===== config.mk =====
export PLATFORM = sky130hd
export DESIGN_NAME = ofdm_interleaver
export DESIGN_NICKNAME = d
export VERILOG_FILES = /design/src/rtl/ofdm_interleaver.sv
export SDC_FILE = /design/constraint.sdc
export NUM_CORES = 2
export LEC_CHECK = 0
export ABC_AREA = 1
export BUFFER_PORTS_ARGS = -buffer_cell sky130_fd_sc_hd__buf_4
export CORE_MARGIN = 5
export CORE_UTILIZATION = 55
export CTS_CLUSTER_DIAMETER = 30
export DETAILED_ROUTE_END_ITERATION = 7
export GPL_ROUTABILITY_DRIVEN = 0
export PLACE_DENSITY = 0.7
export SETUP_SLACK_MARGIN = 0.4
export SLEW_MARGIN = 20
export SYNTH_ARGS = -nofsm -noshare
export SYNTH_HDL_FRONTEND = slang
export SYNTH_SLANG_ARGS = --single-unit
export TNS_END_PERCENT = 10

===== constraint.sdc =====
create_clock -name clk -period 8.1 [get_ports clk]
set_input_delay 0.81 -clock clk [delete_from_list [all_inputs] [get_ports clk]]
set_output_delay 0.81 -clock clk [all_outputs]
set_load 0.1 [all_outputs]

===== src/rtl/ofdm_interleaver.sv =====
// 802.16 OFDM two-stage bit interleaver with ping-pong banks; OFDM_INTERLEAVER_DEINT_EN adds a gather-side deinterleave mode.
// Latency: out_valid rises the cycle after the last input beat of a block when the read side is idle.
// Backpressure: in_ready drops only while both banks hold blocks; out_blk/out_last hold while out_valid && !out_ready.
module ofdm_interleaver #(
  parameter int IN_W      = 1,
  parameter int MAX_NCBPS = 1152
) (
  input  logic            clk,
  input  logic            reset,
  input  logic [1:0]      rate_id,
  input  logic [2:0]      subchan_ct,
  input  logic [IN_W-1:0] in_blk,
  input  logic            in_valid,
  output logic            in_ready,
  output logic [IN_W-1:0] out_blk,
  output logic            out_valid,
  input  logic            out_ready,
  output logic            out_last,
  output logic            cfg_err
`ifdef OFDM_INTERLEAVER_DEINT_EN
  ,
  input  logic            deint
`endif
);

  localparam int AW = $clog2(MAX_NCBPS);
  localparam int NW = (AW < 11) ? 11 : AW;
  localparam logic [3:0] LAST_COL = 4'(12 - IN_W);
  localparam logic [3:0] COL_STEP = 4'(IN_W);

  typedef enum logic [1:0] {B_EMPTY, B_FILLING, B_FULL, B_DRAINING} bank_st_t;

  // Rows per block (Ncbps/12): base/12 scaled by the subchannel count.
  function automatic logic [6:0] d_of(input logic [1:0] rid, input logic [2:0] sc);
    logic [6:0] unit;
    case (rid)
      2'd0:    unit = 7'd1;
      2'd1:    unit = 7'd2;
      2'd2:    unit = 7'd4;
      default: unit = 7'd6;
    endcase
    return unit << (3'd4 - sc);
  endfunction

  function automatic logic [1:0] s_of(input logic [1:0] rid);
    case (rid)
      2'd2:    return 2'd2;
      2'd3:    return 2'd3;
      default: return 2'd1;
    endcase
  endfunction

  function automatic logic [1:0] mod3(input logic [3:0] c);
    case (c)
      4'd0, 4'd3, 4'd6, 4'd9:  return 2'd0;
      4'd1, 4'd4, 4'd7, 4'd10: return 2'd1;
      default:                 return 2'd2;
    endcase
  endfunction

  // Rows per block are a multiple of s, so m mod s equals row mod s and the
  // second permutation reduces to swapping the residue for (row - col) mod s.
  function automatic logic [NW-1:0] perm_addr(input logic [3:0] c, input logic [6:0] r,
                                              input logic [1:0] r3, input logic [1:0] rid,
                                              input logic [2:0] sc);
    logic [NW-1:0] m;
    logic [1:0]    s;
    logic [1:0]    rm;
    logic [1:0]    cm;
    logic [2:0]    t;
    s  = s_of(rid);
    m  = NW'(c) * NW'(d_of(rid, sc)) + NW'(r);
    rm = 2'd0;
    cm = 2'd0;
    if (s == 2'd3) begin
      rm = r3;
      cm = mod3(c);
    end else if (s == 2'd2) begin
      rm = {1'b0, r[0]};
      cm = {1'b0, c[0]};
    end
    t = {1'b0, rm} + {1'b0, s} - {1'b0, cm};
    if (t >= {1'b0, s}) t = t - {1'b0, s};
    if (t >= {1'b0, s}) t = t - {1'b0, s};
    return m - NW'(rm) + NW'(t);
  endfunction

  function automatic logic [NW-1:0] seq_addr(input logic [3:0] c, input logic [6:0] r);
    return NW'(r) * NW'(12) + NW'(c);
  endfunction

  bank_st_t             bank_st  [2];
  bank_st_t             bank_nx  [2];
  logic [1:0]           bank_rid [2];
  logic [2:0]           bank_sc  [2];
  logic                 bank_dm  [2];
  logic [MAX_NCBPS-1:0] mem      [2];

  logic          wr_sel, rd_sel;
  logic [3:0]    wr_col, rd_col;
  logic [6:0]    wr_row, rd_row;
  logic [1:0]    wr_r3,  rd_r3;
  logic [NW-1:0] wr_addr [IN_W];
  logic [NW-1:0] rd_addr [IN_W];

  logic       live_dm;
  logic [2:0] live_sc;
  logic       wr_first, wr_fire, wr_last, wr_dm;
  logic [1:0] wr_rid;
  logic [2:0] wr_sc;
  logic [6:0] wr_d, rd_d;
  logic       rd_fire, rd_last, rd_dm;
  logic [1:0] rd_rid;
  logic [2:0] rd_sc;

`ifdef OFDM_INTERLEAVER_DEINT_EN
  assign live_dm = deint;
`else
  assign live_dm = 1'b0;
`endif

  assign live_sc = (subchan_ct > 3'd4) ? 3'd4 : subchan_ct;

  // The first beat of a block uses the live configuration; later beats use the latched copy.
  assign wr_first = (bank_st[wr_sel] == B_EMPTY);
  assign wr_rid   = wr_first ? rate_id : bank_rid[wr_sel];
  assign wr_sc    = wr_first ? live_sc : bank_sc[wr_sel];
  assign wr_dm    = wr_first ? live_dm : bank_dm[wr_sel];
  assign wr_d     = d_of(wr_rid, wr_sc);

  assign in_ready = (bank_st[wr_sel] == B_EMPTY) || (bank_st[wr_sel] == B_FILLING);
  assign wr_fire  = in_valid && in_ready;
  assign wr_last  = (wr_row == wr_d - 7'd1) && (wr_col == LAST_COL);
  assign cfg_err  = wr_fire && wr_first && (subchan_ct > 3'd4);

  assign rd_rid    = bank_rid[rd_sel];
  assign rd_sc     = bank_sc[rd_sel];
  assign rd_dm     = bank_dm[rd_sel];
  assign rd_d      = d_of(rd_rid, rd_sc);
  assign out_valid = (bank_st[rd_sel] == B_FULL) || (bank_st[rd_sel] == B_DRAINING);
  assign rd_fire   = out_valid && out_ready;
  assign rd_last   = (rd_row == rd_d - 7'd1) && (rd_col == LAST_COL);
  assign out_last  = out_valid && rd_last;

  // Beats start on a multiple of IN_W, which divides 12, so col + i never wraps a row.
  always_comb begin
    for (int i = 0; i < IN_W; i++) begin
      wr_addr[i] = wr_dm ? seq_addr(wr_col + 4'(i), wr_row)
                         : perm_addr(wr_col + 4'(i), wr_row, wr_r3, wr_rid, wr_sc);
      rd_addr[i] = rd_dm ? perm_addr(rd_col + 4'(i), rd_row, rd_r3, rd_rid, rd_sc)
                         : seq_addr(rd_col + 4'(i), rd_row);
    end
  end

  always_comb begin
    out_blk = '0;
    if (out_valid) begin
      for (int i = 0; i < IN_W; i++) begin
        out_blk[i] = mem[rd_sel][rd_addr[i][AW-1:0]];
      end
    end
  end

  always_comb begin
    bank_nx[0] = bank_st[0];
    bank_nx[1] = bank_st[1];
    if (wr_fire) bank_nx[wr_sel] = wr_last ? B_FULL : B_FILLING;
    if (rd_fire) bank_nx[rd_sel] = rd_last ? B_EMPTY : B_DRAINING;
  end

  always_ff @(posedge clk or negedge reset) begin
    if (!reset) begin
      bank_st[0] <= B_EMPTY;
      bank_st[1] <= B_EMPTY;
    end else begin
      bank_st[0] <= bank_nx[0];
      bank_st[1] <= bank_nx[1];
    end
  end

  always_ff @(posedge clk) begin
    if (wr_fire) begin
      for (int i = 0; i < IN_W; i++) begin
        mem[wr_sel][wr_addr[i][AW-1:0]] <= in_blk[i];
      end
    end
  end

  always_ff @(posedge clk or negedge reset) begin
    if (!reset) begin
      wr_sel      <= 1'b0;
      wr_col      <= 4'd0;
      wr_row      <= 7'd0;
      wr_r3       <= 2'd0;
      bank_rid[0] <= 2'd0;
      bank_rid[1] <= 2'd0;
      bank_sc[0]  <= 3'd0;
      bank_sc[1]  <= 3'd0;
      bank_dm[0]  <= 1'b0;
      bank_dm[1]  <= 1'b0;
    end else if (wr_fire) begin
      if (wr_first) begin
        bank_rid[wr_sel] <= rate_id;
        bank_sc[wr_sel]  <= live_sc;
        bank_dm[wr_sel]  <= live_dm;
      end
      if (wr_last) begin
        wr_col <= 4'd0;
        wr_row <= 7'd0;
        wr_r3  <= 2'd0;
        wr_sel <= ~wr_sel;
      end else if (wr_col == LAST_COL) begin
        wr_col <= 4'd0;
        wr_row <= wr_row + 7'd1;
        wr_r3  <= (wr_r3 == 2'd2) ? 2'd0 : wr_r3 + 2'd1;
      end else begin
        wr_col <= wr_col + COL_STEP;
      end
    end
  end

  always_ff @(posedge clk or negedge reset) begin
    if (!reset) begin
      rd_sel <= 1'b0;
      rd_col <= 4'd0;
      rd_row <= 7'd0;
      rd_r3  <= 2'd0;
    end else if (rd_fire) begin
      if (rd_last) begin
        rd_col <= 4'd0;
        rd_row <= 7'd0;
        rd_r3  <= 2'd0;
        rd_sel <= ~rd_sel;
      end else if (rd_col == LAST_COL) begin
        rd_col <= 4'd0;
        rd_row <= rd_row + 7'd1;
        rd_r3  <= (rd_r3 == 2'd2) ? 2'd0 : rd_r3 + 2'd1;
      end else begin
        rd_col <= rd_col + COL_STEP;
      end
    end
  end

endmodule


==> impl_metrics.tcl <==
set metrics [dict create \
    min_path_type "primary input to register" \
    violations "setup timing" \
    synth_seq_area_share 0.592 \
    wire_per_inst_um 24.0 \
    crit_path_end_kind "output port" \
    cts_buffers 489 \
    die_w_um 475 \
    htreeDepth 5 \
    power.internal_uw 33000 \
    viasPerCell 6.22 \
    fin_area_um2 148000 \
    wl_met2_mm 183 \
    grt_max_degree 289 \
    setup_tns_ns -0.866 \
    die_y_um 475 \
    dpl_cell_area_um2 124000 \
    r2r_start "wr_sel" \
    crit_arrival_ns 8.16 \
    setup_violations 1 \
    final_cell_mix "4539 x nor2_1, 2304 x edfxtp_1, 1616 x nand3_1, 1391 x nand2_1, 703 x nor3_1" \
    rsz0062_at_grt "yes" \
    hold_slack_ns 0.227 \
    finalNonFillerCells 16600 \
    portBuffers 14 \
    p_sw_frac 0.347 \
    regArea_um2 70300 \
    wl_met1_mm 138 \
    fp-row-count 170 \
    regToRegEndpoint "mem[0][703]" \
    synth.area.top_cells "edfxtp_1 58%, nor2_1 15%, nand3_1 8.0%" \
    comb_power_share 0.332 \
    syn_inst 13300 \
    synth_seq_cells 2348 \
    period_minus_slack_ns 8.97 \
    max-vdd-ir-drop_mv 0.901 \
    die_area_um2 225000 \
    syn_area_per_cell_um2 8.92 \
    post-place-ws_ns -0.296 \
    highest_layer "met5" \
    clockPowerShare 0.403 \
    p_leak_uw 0.0530 \
    p_sw_uw 17600 \
    crit_type "register to output port" \
    ioPinCount 15 \
    skew_ns 0.103 \
    synth_cell_types 49 \
    crit_start "rd_sel" \
    grt_pass1_wl_mm 583 \
    syn_area_um2 119000 \
    p_seq_frac 0.265 \
    drc 0 \
    drive_above_1_share 0.165 \
    overflow 0 \
    worst_pin_slew_ns 1.31 \
    core_area_um2 215000 \
    hold_viol 0 \
    ant_nets 0 \
    finalWorstSetupSlack_ns -0.866 \
    final_common_cell "nor2_1" \
    initial_core_util 0.553 \
    yosysTopAreaCellShare 0.583 \
    r2r_cells 45 \
    cts-root-buf "clkbuf_16" \
    multi_input_area_um2 46800 \
    syn_to_final_growth_pct 24.5 \
    grt_pass1_vias 99200 \
    final_nets 13500 \
    drt_wl_total_mm 399 \
    cp-start-kind "register" \
    power_density_nw_per_um2 343 \
    ys.flop_type "edfxtp_1" \
    cap_violations 0 \
    yosysWarnings 0 \
    drt_first_pass_iters 8 \
    met3_length_mm 50.1 \
    drv_slew 0 \
    required_ns 7.29 \
    n_fill_cell 15200 \
    clk_latency_ns 1.04 \
    whs_path_depth 3 \
    detailed_place_hpwl_mm 206 \
    slowest_delay_ns 0.53 \
    antenna_found_initial 7 \
    slew_headroom 0.124 \
    max_freq_mhz 112 \
    hp-start "rate_id[0]" \
    detail_route.iter0.violations 15300 \
    synth_edf_count 2304 \
    critPathSlowestCell "dfrtp_4" \
    status "complete, but fails checks" \
    vias 103000 \
    yosysTopAreaCell "edfxtp_1" \
    dpl.cell_count 15500 \
    holdPathEnd "bank_rid[0]" \
    grt_usage 0.334 \
    r2r_slack_ns 0.27 \
    worstPathMaxFanout 29 \
    clock_sinks 2348 \
    fin_crit_sh 1.11 \
    tritoncts "yes" \
    syn_nets 13500 \
    cts.path.max_buffers 4 \
    clk_pin_slew_ns 0.04 \
    postSynth.asyncResetShare 0.0187 \
]
cell type report:
| cell class | instances | share of cell area |
|---|---|---|
| Tap cell | 2838 | 0.0240 |
| Inverter | 292 | 0.00764 |
| Clock inverter | 346 | 0.0285 |
| Multi-Input combinational cell | 9538 | 0.316 |
| Sequential cell | 2348 | 0.475 |
| Timing Repair Buffer | 686 | 0.0625 |
| Antenna cell | 4 | 0.0000677 |
| Clock buffer | 551 | 0.0853 |
cell families (layout without fill, tap and decap cells):
kind of cell | Yosys count | in the layout | synth area share
fa+ha+maj | 155 | 155 | 0.0197
simple gates | 8980 | 8981 | 0.317
compound gates | 331 | 331 | 0.0159
xor+xnor | 54 | 54 | 0.00411
flops | 2348 | 2348 | 0.592
other cells | 0 | 4 | 0
mux | 17 | 17 | 0.00143
buf+inv | 1425 | 1875 | 0.0501
metal layers:
layer	up-vias	GRT usage
met4	4	0.197
li1	45000	-
met5	-	0
met3	1514	0.0682
met2	7332	0.528
met1	49500	0.430
flip-flops by register name, indices dropped and copies added (netlist names):
signal and count:
mem 2304, rd_row 7, wr_col 4, bank_sc 6
bank_rid 4, rd_sel 1, wr_r3 2, bank_st 4
bank_dm 2, wr_row 7, rd_r3 2, wr_sel 1
rd_col 4
power by group through the flow:
stage	logic (uW)	registers, uW	clock network [uW]
3_5_place_dp	13500	13700	0
3_3_place_gp	13400	13600	0
2_1_floorplan	6660	13600	0
4_1_cts	15200	13400	20400
5_1_grt	17200	13400	21100
6_report	16800	13400	20400
critical path: cells and delay by family, from the launching register on:
family,cells,cell delay (ns)
AOI/OAI and AO/OA,6,0.79
and+or+nand+nor,17,2.29
DFF,1,0.53
adders and majority gates,6,1.81
buffers and inverters,13,1.75
synth_stat cells, types with 14 or more instances:
cell	instances
a21oi_1	41
buf_1	43
buf_2	452
clkbuf_1	630
dfrtp_1	44
edfxtp_1	2304
fa_1	53
ha_1	102
inv_1	252
inv_2	37
mux2i_1	17
nand2_1	1416
nand2_2	15
nand3_1	1904
nor2_1	4749
nor2_4	29
nor3_1	784
o211ai_1	61
o21ai_0	187
o21ai_1	18
or2_2	46
xnor2_1	14
xor2_1	38
worst max path at each step:
stage	to
2_1_floorplan	out_blk
3_3_place_gp	out_blk
3_5_place_dp	out_blk
4_1_cts	out_blk
5_1_grt	out_blk
6_report	out_blk
metrics by stage:
step | total power [uW] | utilization
after floorplan | 20300 | -
after global placement | 27100 | 0.576
after detailed placement | 27100 | 0.576
after CTS | 49100 | 0.667
after global routing | 51700 | 0.689
final | 50600 | 0.689
what timing repair did:
action | in CTS | in global routing
gates cloned | 31 | 39
setup buffers | 50 | 57
endpoints found under the hold margin | 44 | 0
pin swaps | 79 | 186
setup endpoints to repair | 2227 | 2305
hold buffers | 1 | 0
resized for setup | 288 | 689
No activity file was read; power rests on OpenSTA's default activity.
